## src/rtl/bit_frame_sched_pkg.sv

```systemverilog
// ============================================================================
// Module   : bit_frame_sched_pkg
// Brief    : Shared state encoding, constants and helpers for bit_frame_sched.
// Revision : 1.0 - initial release
// ============================================================================
`timescale 1ns/1ps
`default_nettype none

package bit_frame_sched_pkg;

    typedef enum logic [0:0] {
        IDLE = 1'b0,
        RUN  = 1'b1
    } state_t;

    localparam int DIV_MIN = 2;

    function automatic int default_div(input int freq_clk, input int freq_bit);
        return freq_clk / freq_bit;
    endfunction

endpackage

`default_nettype wire

```

## src/rtl/bit_frame_sched_tick_cnt.sv

```systemverilog
// ============================================================================
// Module   : bit_tick_cnt
// Brief    : Reloadable bit-period down-counter with zero flag and optional
//            mid-bit compare (built when BIT_FRAME_SCHED_MID_STB_EN is defined).
// Revision : 1.0 - initial release
// ============================================================================
`timescale 1ns/1ps
`default_nettype none

module bit_tick_cnt #(
    parameter int DIV_W = 16
) (
    input  logic             clk_in,
    input  logic             sclr,
    input  logic             load,
    input  logic [DIV_W-1:0] load_val,
    input  logic             en,
`ifdef BIT_FRAME_SCHED_MID_STB_EN
    input  logic [DIV_W-1:0] mid_val,
    output logic             mid_hit,
`endif
    output logic             cnt_zero
);

    logic [DIV_W-1:0] r_cnt;

    always_ff @(posedge clk_in) begin
        if (sclr) begin
            r_cnt <= '0;
        end else if (load) begin
            r_cnt <= load_val;
        end else if (en && (r_cnt != '0)) begin
            r_cnt <= r_cnt - DIV_W'(1);
        end
    end

    assign cnt_zero = (r_cnt == '0);

`ifdef BIT_FRAME_SCHED_MID_STB_EN
    assign mid_hit = (r_cnt == mid_val);
`endif

endmodule

`default_nettype wire

```

## src/rtl/bit_frame_sched.sv

```systemverilog
// ============================================================================
// Module   : bit_frame_sched
// Brief    : Bit-period scheduler and frame sequencer with runtime divisor.
//            Optional mid-bit strobe: define BIT_FRAME_SCHED_MID_STB_EN.
// Revision : 1.0 - initial release
// ============================================================================
`timescale 1ns/1ps
`default_nettype none

module bit_frame_sched #(
    parameter int FREQ_CLK = 2_000_000,
    parameter int FREQ_BIT = 250_000,
    parameter int DIV_W    = 16,
    parameter int BITS_MAX = 16,
    parameter int BW       = $clog2(BITS_MAX + 1)
) (
    input  logic             clk_in,
    input  logic             sclr,
    input  logic [DIV_W-1:0] cfg_div,
    input  logic [BW-1:0]    cfg_bits,
    input  logic             cfg_we,
    input  logic             start,
    input  logic             stop,
    output logic             busy,
    output logic             bit_stb,
    output logic             mid_stb,
    output logic [BW-1:0]    bit_idx,
    output logic             done,
    output logic             aborted,
    output logic             cfg_err
);

    import bit_frame_sched_pkg::*;

    localparam logic [DIV_W-1:0] c_DIV_RST  = DIV_W'(default_div(FREQ_CLK, FREQ_BIT));
    localparam logic [DIV_W-1:0] c_DIV_MIN  = DIV_W'(DIV_MIN);
    localparam logic [BW-1:0]    c_BITS_MAX = BW'(BITS_MAX);

    state_t           r_state, w_state_nxt;
    logic [DIV_W-1:0] r_div_act, w_div_nxt, w_div_clamp, w_load_val;
    logic [BW-1:0]    r_bits_act, w_bits_nxt, w_bits_clamp;
    logic [BW-1:0]    r_bit_idx, w_bit_idx_nxt;
    logic             r_bit_stb, w_bit_stb_nxt;
    logic             r_done, w_done_nxt;
    logic             r_aborted, w_aborted_nxt;
    logic             r_cfg_err, w_cfg_err_nxt;
    logic             w_clamped, w_load, w_cnt_zero, w_last;

    always_comb begin
        w_div_clamp  = cfg_div;
        w_bits_clamp = cfg_bits;
        w_clamped    = 1'b0;
        if (cfg_div < c_DIV_MIN) begin
            w_div_clamp = c_DIV_MIN;
            w_clamped   = 1'b1;
        end
        if (cfg_bits == '0) begin
            w_bits_clamp = BW'(1);
            w_clamped    = 1'b1;
        end else if (cfg_bits > c_BITS_MAX) begin
            w_bits_clamp = c_BITS_MAX;
            w_clamped    = 1'b1;
        end
    end

    assign w_last = (r_bit_idx == (r_bits_act - BW'(1)));

    always_comb begin
        w_state_nxt   = r_state;
        w_div_nxt     = r_div_act;
        w_bits_nxt    = r_bits_act;
        w_bit_idx_nxt = r_bit_idx;
        w_bit_stb_nxt = 1'b0;
        w_done_nxt    = 1'b0;
        w_aborted_nxt = 1'b0;
        w_cfg_err_nxt = 1'b0;
        w_load        = 1'b0;
        w_load_val    = r_div_act - DIV_W'(1);
        case (r_state)
            IDLE: begin
                if (cfg_we) begin
                    w_div_nxt     = w_div_clamp;
                    w_bits_nxt    = w_bits_clamp;
                    w_cfg_err_nxt = w_clamped;
                end
                // A same-cycle config write takes effect for this frame.
                if (start) begin
                    w_state_nxt   = RUN;
                    w_bit_idx_nxt = '0;
                    w_bit_stb_nxt = 1'b1;
                    w_load        = 1'b1;
                    w_load_val    = w_div_nxt - DIV_W'(1);
                end
            end
            RUN: begin
                w_cfg_err_nxt = cfg_we;
                if (stop) begin
                    w_state_nxt   = IDLE;
                    w_aborted_nxt = 1'b1;
                end else if (w_cnt_zero) begin
                    if (w_last) begin
                        w_state_nxt = IDLE;
                        w_done_nxt  = 1'b1;
                    end else begin
                        w_bit_idx_nxt = r_bit_idx + BW'(1);
                        w_bit_stb_nxt = 1'b1;
                        w_load        = 1'b1;
                    end
                end
            end
            default: w_state_nxt = IDLE;
        endcase
    end

    always_ff @(posedge clk_in) begin
        if (sclr) begin
            r_state    <= IDLE;
            r_div_act  <= c_DIV_RST;
            r_bits_act <= c_BITS_MAX;
            r_bit_idx  <= '0;
            r_bit_stb  <= 1'b0;
            r_done     <= 1'b0;
            r_aborted  <= 1'b0;
            r_cfg_err  <= 1'b0;
        end else begin
            r_state    <= w_state_nxt;
            r_div_act  <= w_div_nxt;
            r_bits_act <= w_bits_nxt;
            r_bit_idx  <= w_bit_idx_nxt;
            r_bit_stb  <= w_bit_stb_nxt;
            r_done     <= w_done_nxt;
            r_aborted  <= w_aborted_nxt;
            r_cfg_err  <= w_cfg_err_nxt;
        end
    end

`ifdef BIT_FRAME_SCHED_MID_STB_EN
    logic             r_mid_stb, w_mid_hit;
    logic [DIV_W-1:0] w_mid_val;

    // Counter value one cycle before c == div>>1, since the strobe is registered.
    assign w_mid_val = r_div_act - (r_div_act >> 1);

    always_ff @(posedge clk_in) begin
        if (sclr) begin
            r_mid_stb <= 1'b0;
        end else begin
            r_mid_stb <= (r_state == RUN) && !stop && w_mid_hit;
        end
    end

    assign mid_stb = r_mid_stb;
`else
    assign mid_stb = 1'b0;
`endif

    bit_tick_cnt #(
        .DIV_W    (DIV_W)
    ) u_tick_cnt (
        .clk_in   (clk_in),
        .sclr     (sclr),
        .load     (w_load),
        .load_val (w_load_val),
        .en       (r_state == RUN),
`ifdef BIT_FRAME_SCHED_MID_STB_EN
        .mid_val  (w_mid_val),
        .mid_hit  (w_mid_hit),
`endif
        .cnt_zero (w_cnt_zero)
    );

    assign busy    = (r_state == RUN);
    assign bit_stb = r_bit_stb;
    assign bit_idx = r_bit_idx;
    assign done    = r_done;
    assign aborted = r_aborted;
    assign cfg_err = r_cfg_err;

endmodule

`default_nettype wire

```

## config.mk

```make
export PLATFORM = sky130hd
export DESIGN_NAME = bit_frame_sched
export DESIGN_NICKNAME = d
export VERILOG_FILES = /design/src/rtl/bit_frame_sched_pkg.sv /design/src/rtl/bit_frame_sched_tick_cnt.sv /design/src/rtl/bit_frame_sched.sv
export SDC_FILE = /design/constraint.sdc
export NUM_CORES = 1
export LEC_CHECK = 0
export ABC_AREA = 1
export CAP_MARGIN = 20
export CORE_MARGIN = 4
export CORE_UTILIZATION = 45
export CTS_CLUSTER_SIZE = 28
export DETAILED_ROUTE_END_ITERATION = 10
export HOLD_SLACK_MARGIN = 0.1
export PLACE_DENSITY = 0.66
export SLEW_MARGIN = 20
export SYNTH_ARGS = -nofsm -noshare
export SYNTH_HDL_FRONTEND = slang
export SYNTH_SLANG_ARGS = --single-unit
```

## constraint.sdc

```tcl
create_clock -name clk_in -period 2.5 [get_ports clk_in]
set_input_delay 0.375 -clock clk_in [delete_from_list [all_inputs] [get_ports clk_in]]
set_output_delay 0.375 -clock clk_in [all_outputs]
set_load 0.005 [all_outputs]
```

# After elaboration in Yosys (flattened, before gate mapping)
# Index checks and enable logic that the tools add are counted.
dict set report word_totals {
  wordCells 61
  in_bits 26
  reg_bits 47
  out_inout_bits 11
}
dict set report op_classes {
  n_reduce_logical 9
  n_bitwise 2
  magnitude_cmp 2
  addsub 5
  n_eq_ne 5
  n_mux 29
}
# op n
set ops {}
lappend ops {{16-bit 2-to-1 mux} 7}
lappend ops {{16-bit by 1-bit subtractor with 16-bit output (second input constant)} 3}
lappend ops {{5-bit 2-to-1 mux} 6}
lappend ops {{16-bit zero test} 1}
lappend ops {{16-bit by 2-bit < comparator with 1-bit output (second input constant)} 1}
lappend ops {{16-bit nonzero test} 1}
lappend ops {{1-bit 2-to-1 mux} 12}
lappend ops {{5-bit one-hot mux with 2 select lines} 1}
lappend ops {{2-bit inequality test (second input constant)} 3}
lappend ops {{1-bit one-hot mux with 2 select lines} 3}
lappend ops {{5-bit by 1-bit adder with 5-bit output (second input constant)} 1}
lappend ops {{5-bit == test} 1}
lappend ops {{5-bit greater-than comparator (second input constant)} 1}
lappend ops {{5-bit zero test} 1}
lappend ops {{5-bit by 1-bit subtractor with 5-bit output (second input constant)} 1}
lappend ops {{4-bit AND reduction} 1}
lappend ops {{4-bit OR reduction} 1}
lappend ops {{2-bit by 1-bit inequality test with 1-bit output (second input constant)} 1}
lappend ops {{1-bit inverter} 2}
lappend ops {{2-bit AND reduction} 1}
lappend ops {{2-bit nonzero test} 1}
lappend ops {{2-bit OR reduction} 1}
lappend ops {{1-bit logical AND} 1}

# Longest topological paths before layout
# Gate-level depths: netlist of run 1.
dict set report logic_depth {
  ltp_word 8
  mapped_depth 17
  depth_no_buf 17
}

# Hierarchy
# From an unflattened synthesis of run 1, not the netlist that was laid out.
dict set report unflattened {
  cells_unflattened 613
  hier_area_um2 3621.0
}
# module n_inst area_per_inst_um2 cells_each
set modules_own_cells {}
lappend modules_own_cells {bit_frame_sched 1 2426.1 401}
lappend modules_own_cells {bit_tick_cnt 1 1194.9 212}

# Least setup slack after synthesis of run 1
# OpenSTA, ideal clock, no wires.
dict set report synth_path {
  kind {input -> register}
  from {in cfg_div[14]}
  to {reg u_tick_cnt.r_cnt[14]}
  t_arrival_ns 1.860
  required_ns 2.378
  setup_time_ns 0.122
  setup_slack_ns 0.517
  stages 17
  cell_sequence {nor2_1 -> nand2_1 -> nor2_1 -> nand2_1 -> nand2_1 -> o21ai_0 -> inv_1 -> ha_1 -> nand2_1 -> nor2_2 -> nand2_1 -> nor2_2 -> nand2_1 -> nand2_1 -> nand3_1 -> o211ai_1 -> a21oi_1}
}
dict set report synth_between {
  elab_chain_len 8
}
# item line_no
set synth_rtl {}
lappend synth_rtl {{start: declaration} bit_frame_sched.sv:19} ;# input logic [DIV_W-1:0] cfg_div,
lappend synth_rtl {{16-bit by 2-bit < comparator with 1-bit output} bit_frame_sched.sv:53} ;# if (cfg_div < c_DIV_MIN) begin
lappend synth_rtl {{16-bit 2-to-1 mux (*)} bit_frame_sched.sv:53}
lappend synth_rtl {{16-bit 2-to-1 mux (*)} bit_frame_sched.sv:81} ;# if (cfg_we) begin
lappend synth_rtl {{16-bit 2-to-1 mux (*)} bit_frame_sched.sv:79} ;# case (r_state)
lappend synth_rtl {{16-bit by 1-bit subtractor with 16-bit output (*)} bit_frame_sched.sv:92} ;# w_load_val = w_div_nxt - DIV_W'(1);
lappend synth_rtl {{16-bit 2-to-1 mux (*)} bit_frame_sched.sv:87} ;# if (start) begin
lappend synth_rtl {{16-bit 2-to-1 mux (*)} bit_frame_sched.sv:79}
lappend synth_rtl {{16-bit 2-to-1 mux (*)} bit_frame_sched_tick_cnt.sv:30} ;# end else if (load) begin
lappend synth_rtl {{end signal: assignment} bit_frame_sched_tick_cnt.sv:31} ;# r_cnt <= load_val;
lappend synth_rtl {{end signal: assignment} bit_frame_sched_tick_cnt.sv:33} ;# r_cnt <= r_cnt - DIV_W'(1);
lappend synth_rtl {{end: declaration} bit_frame_sched_tick_cnt.sv:25} ;# logic [DIV_W-1:0] r_cnt;
# Every way passes the cells marked *; elsewhere a longest branch is shown, timed or not. The select of a mux whose other input is x is not followed.
# A chain may end at the register's enable or synchronous reset.

# Worst setup path after layout of run 1
dict set report layout_path {
  from {in cfg_we}
  to {reg u_tick_cnt.r_cnt[9]}
}
dict set report layout_between {
  elab_chain_len 6
}
# item line_no
set layout_rtl {}
lappend layout_rtl {{start: declaration} bit_frame_sched.sv:21} ;# input logic cfg_we,
lappend layout_rtl {{16-bit 2-to-1 mux} bit_frame_sched.sv:81}
lappend layout_rtl {{16-bit 2-to-1 mux} bit_frame_sched.sv:79}
lappend layout_rtl {{16-bit by 1-bit subtractor with 16-bit output} bit_frame_sched.sv:92}
lappend layout_rtl {{16-bit 2-to-1 mux} bit_frame_sched.sv:87}
lappend layout_rtl {{16-bit 2-to-1 mux} bit_frame_sched.sv:79}
lappend layout_rtl {{16-bit 2-to-1 mux} bit_frame_sched_tick_cnt.sv:30}
# Every way passes these cells. The select of a mux whose other input is x is not followed.

==> reports/results.txt, run 1 <==
CTS sink cnt: 47
Worst Reg-to-Reg Cells: 11
Hold_ws: 488.6 ps
Post-Syn Area: 0.003304 mm^2
Vias in the first global route: 3160
Syn. warnings: 0
HPWL after detailed placement: 7016 um
Status: finished clean
Drt initial violations: 216
Vias: 3567
Final Net Count: 615
Avg Inst Size Synth: 6.367 um^2
Pin count of the biggest net entering global routing: 27
Peak Freq: 436.6 MHz
Clock Skew: 8.179 ps
Share of post-route cells with drive strength above 1: 11.45%
Syn Inst Count: 519
Setup ws final: 209.7 ps
Fillers: 691
Worst r2r dst: u_tick_cnt.r_cnt[8]$_SDFFE_PP0P_
GRT Overall Usage: 21.18%
CP max-delay cell: clkdlybuf4s50_1
Worst skew pair latency: 310 ps
Post-synthesis sequential area ratio: 28.47%
# IOs: 37
HP Start: r_bits_act[1]$_SDFFE_PP0P_
Setup TNS: 0 ps
Worst Hold Class: flip-flop to flip-flop
Initial antenna violation count: 0
PortBufs: 35
CTS tree: built
DR pass1 iterations: 4
Critical path data arrival time: 2490 ps
Post-CTS Hold Fix Bufs: 0
CTS max path bufs: 2
Max-slew violations: 0
Routed WL: 9105 um
Lkg Pwr: 1.743 nW
Num CTS Buffers: 5
Critical Path Source Type: input port
Row Count: 30
Cell variety after synth: 41
Pwr Density: 532.9 mW/mm^2
Pre-CTS setup slack: -144.4 ps
Worst vdd ir: 0.3581 mV
GRT Residual Overflow: 0
Pin slew with the least headroom to its limit: 521.2 ps
Worst path required time: 2700 ps
Slew margin rel.: 64.93%
Setup-failing EPs final: 0
Crit Path Category: input port to flip-flop
Area of the multi-input gates: 0.002021 mm^2
Min Clock Period, post-route: 2290 ps
Setup crit end kind: flip-flop
DP Area: 0.004004 mm^2
Non-Filler Instances: 681
WL/cell: 13.37 um
Routed vias/inst: 5.238
Max_cap viols: 0
Root buffer cell: clkbuf_8
Register-to-register setup slack: 260 ps
Util after Layout: 59.64%
Layout area overhead: 25.33%
Core area: 0.006944 mm^2
Clk slew on worst S/H paths: 90 ps
Final hold violations: 0
H-tree levels: 2
Die area: 0.008778 mm^2
FF+latch count, synth: 47
Period utilisation layout: 91.61%
Worst hold endpoint: r_bits_act[1]$_SDFFE_PP0P_
Cell area after layout: 0.004141 mm^2
Antenna-violating nets left: 0
Register area: 940.9 um^2
Placed instance count: 672
Worst path max stage delay: 540 ps
Antenna fix cells: 0
Die Y-Extent: 93.69 um
Most used cell, CP: nand2_1
Net Count, Synth: 550
First-pass GRT wire length: 14990 um
Initial core utilization: 47.59%
RR Startpoint: r_bits_act[0]$_SDFFE_PP0P_
Crit-path cells: clkdlybuf4s50_1 > buf_4 > nand2_1 > o21a_1 > inv_1 > or2_1 > nor2_2 > nand2_1 > o21ai_0 > nand3_1 > nand2_1 > a21oi_1
# DRC: 0
Crit-path max FO: 13
Power, Total: 2.207 mW
WHS Path Cells: 2
Placer congestion estimate: 0.9215
Die W: 93.69 um
[cells in the final DEF (no fill, tap or decap), types with 11 or more instances in the layout]
master	Yosys	layout
dfxtp_1	47	47
o21ai_0	51	49
clkdlybuf4s50_1	0	35
a21oi_1	30	30
xor2_1	11	11
nand2_1	100	99
inv_1	65	65
nor2_1	67	67
o32ai_1	13	13
nand3_1	34	34
buf_4	3	41
[metal layers]
layer / share of wire (%) / track usage, %
met5: 0 / 0
met4: 1.2 / 5.054
met3: 4.6 / 2.644
met2: 45 / 32.88
met1: 50 / 31.05
[cell type report]
type                    count  area share (%)
clock buffers               6           1.994
clock inverters             2          0.8459
inverters                  65           5.891
multi-input cells         387           48.79
flip-flops and latches     47           22.72
well taps                  96           2.900
repair buffers             78           16.86
[worst max path at each step]
stage | slack (ps) | from | end | cells after the start
CTS | 180 | cfg_div[14] | u_tick_cnt.r_cnt[14]$_SDFFE_PP0P_ | 18
global placement | -100 | cfg_div[14] | u_tick_cnt.r_cnt[14]$_SDFFE_PP0P_ | 18
detailed placement | -140 | cfg_div[14] | u_tick_cnt.r_cnt[14]$_SDFFE_PP0P_ | 18
finish | 210 | cfg_we | u_tick_cnt.r_cnt[9]$_SDFFE_PP0P_ | 12
global route | -30 | cfg_div[14] | u_tick_cnt.r_cnt[10]$_SDFFE_PP0P_ | 17
floorplan | 520 | cfg_div[14] | u_tick_cnt.r_cnt[14]$_SDFFE_PP0P_ | 17
[sequential cells by signal, summed over array words and instances, names as in the netlist]
signal            count
u_tick_cnt.r_cnt     16
cfg_err               1
r_bits_act            5
aborted               1
done                  1
bit_idx               5
bit_stb               1
r_div_act            16
busy                  1
[cells in the mapped netlist]
| cell | number | area, um^2 |
|---|---|---|
| nand3b_1 | 2 | 15.01 |
| a21oi_1 | 30 | 150.1 |
| xnor2_1 | 8 | 70.07 |
| nor3b_1 | 2 | 15.01 |
| inv_1 | 65 | 244.0 |
| a21boi_0 | 1 | 7.510 |
| o221ai_1 | 1 | 8.760 |
| o211ai_1 | 2 | 15.01 |
| nand3_1 | 34 | 170.2 |
| nand2_2 | 3 | 18.77 |
| or2_1 | 1 | 6.260 |
| clkbuf_1 | 11 | 41.29 |
| nor4_1 | 2 | 12.51 |
| o221ai_2 | 1 | 15.01 |
| nor2_4 | 1 | 11.26 |
| dfxtp_1 | 47 | 940.9 |
| nor2_1 | 67 | 251.5 |
| o22ai_1 | 2 | 12.51 |
| nand2_1 | 100 | 375.4 |
| o32ai_1 | 13 | 113.9 |
| or2_2 | 3 | 18.77 |
| nor3_2 | 2 | 20.02 |
| o21ai_1 | 8 | 40.04 |
| o21ai_0 | 51 | 255.2 |
| buf_1 | 1 | 3.750 |
| nor2_2 | 3 | 18.77 |
| o31ai_1 | 2 | 15.01 |
| xor2_1 | 11 | 96.34 |
| nand2_4 | 1 | 11.26 |
| o21a_1 | 4 | 30.03 |
| conb_1 | 1 | 3.750 |
| a31oi_1 | 5 | 31.28 |
| ha_1 | 5 | 62.56 |
| buf_2 | 2 | 10.01 |
| nor3_1 | 9 | 45.04 |
| a22oi_1 | 2 | 15.01 |
| buf_6 | 3 | 33.78 |
| nand3_4 | 1 | 17.52 |
| nand4_1 | 8 | 50.05 |
| buf_4 | 3 | 22.52 |
| a311oi_1 | 1 | 8.760 |
[critical path: cells and delay by family]
kind | cells | cell delay (ps)
buffers and inverters | 3 | 850
AOI/OAI and AO/OA | 3 | 380
and+or+nand+nor | 6 | 870
[what timing repair did]
action                     in CTS  in global routing
setup buffers                   0                  1
setup endpoints to repair       0                  5
gates resized for setup         0                  5
[report_power, final]
| group | internal [mW] | switching (mW) |
|---|---|---|
| Clock | 0.324 | 0.269 |
| Combinational | 0.311 | 0.432 |
| Sequential | 0.812 | 0.0586 |
[cell families after synthesis]
| logic type | Yosys count | synth area share [%] |
|---|---|---|
| buffers and inverters | 85 | 10.75 |
| AND/OR/NAND/NOR | 239 | 32.00 |
| XOR/XNOR | 19 | 5.036 |
| adder cells (fa/ha/maj) | 5 | 1.893 |
| AO/OA/AOI/OAI | 123 | 21.73 |
| other | 1 | 0.1135 |
| flip-flops | 47 | 28.47 |
No activity file was read; power rests on OpenSTA's default activity.
==> run 2: changes to the inputs <==
--- a/config.mk
+++ b/config.mk
@@ -9,6 +9,7 @@
 export CAP_MARGIN = 20
 export CORE_MARGIN = 4
 export CORE_UTILIZATION = 45
+export CTS_CLUSTER_DIAMETER = 200
 export CTS_CLUSTER_SIZE = 28
 export DETAILED_ROUTE_END_ITERATION = 10
 export HOLD_SLACK_MARGIN = 0.1
==> results of run 2 <==
Same layout as run 1: the final DEF is identical, and so are final timing and power.
==> run 3: changes to the inputs <==
--- a/config.mk
+++ b/config.mk
@@ -5,7 +5,6 @@
 export SDC_FILE = /design/constraint.sdc
 export NUM_CORES = 1
 export LEC_CHECK = 0
-export ABC_AREA = 1
 export CAP_MARGIN = 20
 export CORE_MARGIN = 4
 export CORE_UTILIZATION = 45
==> reports/results.txt, run 3 <==
Count leader, synth: dfxtp_1
Drt initial violations: 217
Setup ws final: 51.52 ps
Final hold violations: 0
Setup crit end kind: flip-flop
Setup-failing EPs final: 0
Routed WL: 10230 um
Worst skew pair latency: 310 ps
RR Startpoint: u_tick_cnt.r_cnt[9]$_SDFFE_PP0P_
FF+latch count, synth: 47
Top Registers: r_div_act: 16 flops, u_tick_cnt.r_cnt: 16 flops
PortBufs: 35
WL/cell: 16.77 um
Crit-path max FO: 6
Lkg Pwr: 1.904 nW
Core area: 0.007214 mm^2
Simple-gate share of the synthesized area: 26.60%
Routed vias/inst: 5.820
Critical path data arrival time: 2660 ps
Ys async rst share: 0%
Antenna fix cells: 0
Clk slew on worst S/H paths: 90 ps
Pin count of the biggest net entering global routing: 21
Post-synthesis sequential area ratio: 28.33%
GRT Residual Overflow: 0
Worst Hold Class: input port to flip-flop
Final Net Count: 541
CTS sink cnt: 47
Pre-CTS setup slack: -508.5 ps
Multiplexer area fraction after synthesis: 5.350%
Most frequent cells in the layout: buf_4 (84), dfxtp_1 (46), nor2_1 (35)
Largest family of logic cells by synthesized area: simple AND/OR/NAND/NOR gates
Root buffer cell: clkbuf_8
Die area: 0.008817 mm^2
RSZ-0062 raised after global routing: true
Top cells by area, synth: dfxtp_1 (28%), xnor2_1 (5.8%), nor2_1 (4.0%)
Max_cap viols: 0
Vias in the first global route: 3399
Avg Inst Size Synth: 8.179 um^2
CTS tree: built
Initial antenna violation count: 0
Crit. Startpoint: cfg_div[1]
Xor/xnor share of the synthesized area: 9.759%
Net Count, Synth: 437
Post-Syn Area: 0.003321 mm^2
Min Clock Period, post-route: 2448 ps
First-pass GRT wire length: 16480 um
Vias: 3550
Syn. warnings: 0
# DRC: 0
HPWL after detailed placement: 7606 um
Main synth FF type: dfxtp_1
Pin slew with the least headroom to its limit: 865.7 ps
Area leader, netlist: dfxtp_1
Worst path required time: 2710 ps
Post-synth EDFFs: 0
Antenna-violating nets left: 0
Num CTS Buffers: 5
Cell variety after synth: 71
CTS max path bufs: 2
Placer congestion estimate: 0.8875
Max-slew violations: 0
Critical Path Source Type: input port
Clock Skew: 10.96 ps
Commonest non-fill, non-tap cell in the layout: buf_4
Initial core utilization: 46.03%
Layout area overhead: 39.98%
DR pass1 iterations: 5
H-tree levels: 2
Peak Freq: 408.4 MHz
Slew margin rel.: 42.07%
Status: finished clean
Yosys top cell area share: 28.33%
GRT Overall Usage: 23.34%
Compound-Gate Fraction of Synth Area: 22.42%
Die W: 93.90 um
Commonest cells in the netlist: dfxtp_1 (47), nor2_1 (35), nand2_1 (28), a21oi_1 (25), xnor2_1 (22)
Pwr Density: 451.9 mW/mm^2
Die Y-Extent: 93.90 um
# IOs: 37
Period utilisation layout: 97.94%
Syn Inst Count: 406
HP Start: cfg_div[13]
Setup TNS: 0 ps
Crit Path Category: input port to flip-flop
Worst vdd ir: 0.2509 mV
Fillers: 601
Adder-Cell Fraction of Synth Area: 1.884%
Row Count: 31
Share of post-route cells with drive strength above 1: 28.77%
## run 3: through the flow
stage / hold slack (ps) / power [mW] / cell area [um^2] / util (%) / instances
floorplan: 445.0 / 1.291 / 3333 / - / 406
global placement: 466.1 / 1.580 / 4265 / 59.12 / 593
detailed placement: 464.1 / 1.589 / 4265 / 59.12 / 593
CTS: 475.0 / 2.052 / 4446 / 61.62 / 606
global route: 476.3 / 2.208 / 4648 / 64.43 / 610
finish: 458.0 / 2.101 / 4648 / 64.43 / 610
## run 3: what timing repair did
item / CTS / global route
resized for setup: 18 / 39
setup endpoints to repair: 16 / 20
endpoints found under the hold margin: 0 / 0
pin swaps: 6 / 13
buffers inserted: 5 / 5
hold buffers: 0 / 0
## run 3: routing by layer
metal | wire, um | up-vias | track usage [%]
met4 | 207 | 0 | 7.942
li1 | - | 1726 | -
met3 | 611 | 28 | 3.526
met2 | 4901 | 145 | 38.50
met1 | 4508 | 1651 | 30.97
met5 | 0 | - | 0
## run 3: cell type report
type                    instances  area [um^2]  area share [%]
inverters                      14        52.55           1.131
flip-flops and latches         47        942.2           20.27
repair buffers                122         1049           22.56
clock buffers                   7        76.32           1.642
multi-input cells             320         2400           51.63
clock inverters                 1        5.005          0.1077
well taps                      99        123.9           2.665
## run 3: cell families (layout without fill, tap and decap cells)
logic type | after synthesis | in the layout
buf+inv | 39 | 144
xor+xnor | 37 | 37
simple gates | 159 | 159
fa+ha+maj | 5 | 5
compound gates | 101 | 101
other cells | 1 | 1
mux | 17 | 17
flops | 47 | 47
## run 3: where the power goes
| group | switching (mW) | leakage, nW | internal (mW) |
|---|---|---|---|
| combinational | 0.397 | 1.48 | 0.388 |
| sequential | 0.0578 | 0.386 | 0.803 |
| clock | 0.259 | 0.0422 | 0.197 |
| total | 0.713 | 1.90 | 1.39 |
## run 3: worst paths after layout
check | end | slack (ps) | depth (start not counted)
setup / recovery | u_tick_cnt.r_cnt[6]$_SDFFE_PP0P_ | 50 | 10
setup reg to reg | u_tick_cnt.r_cnt[13]$_SDFFE_PP0P_ | 70 | 8
hold reg to reg | r_bits_act[1]$_SDFFE_PP0P_ | 480 | 2
hold / removal | r_div_act[13]$_SDFFE_PP0N_ | 460 | 3
## run 3: worst max-delay path: stages
cell and delay [ps]:
clkdlybuf4s50_1 480, nor3_2 250, a41oi_2 170, mux2i_2 210, ha_2 240, o21ai_4 90, or4_4 520, o2111ai_1 110
a21oi_1 80, o211a_1 130
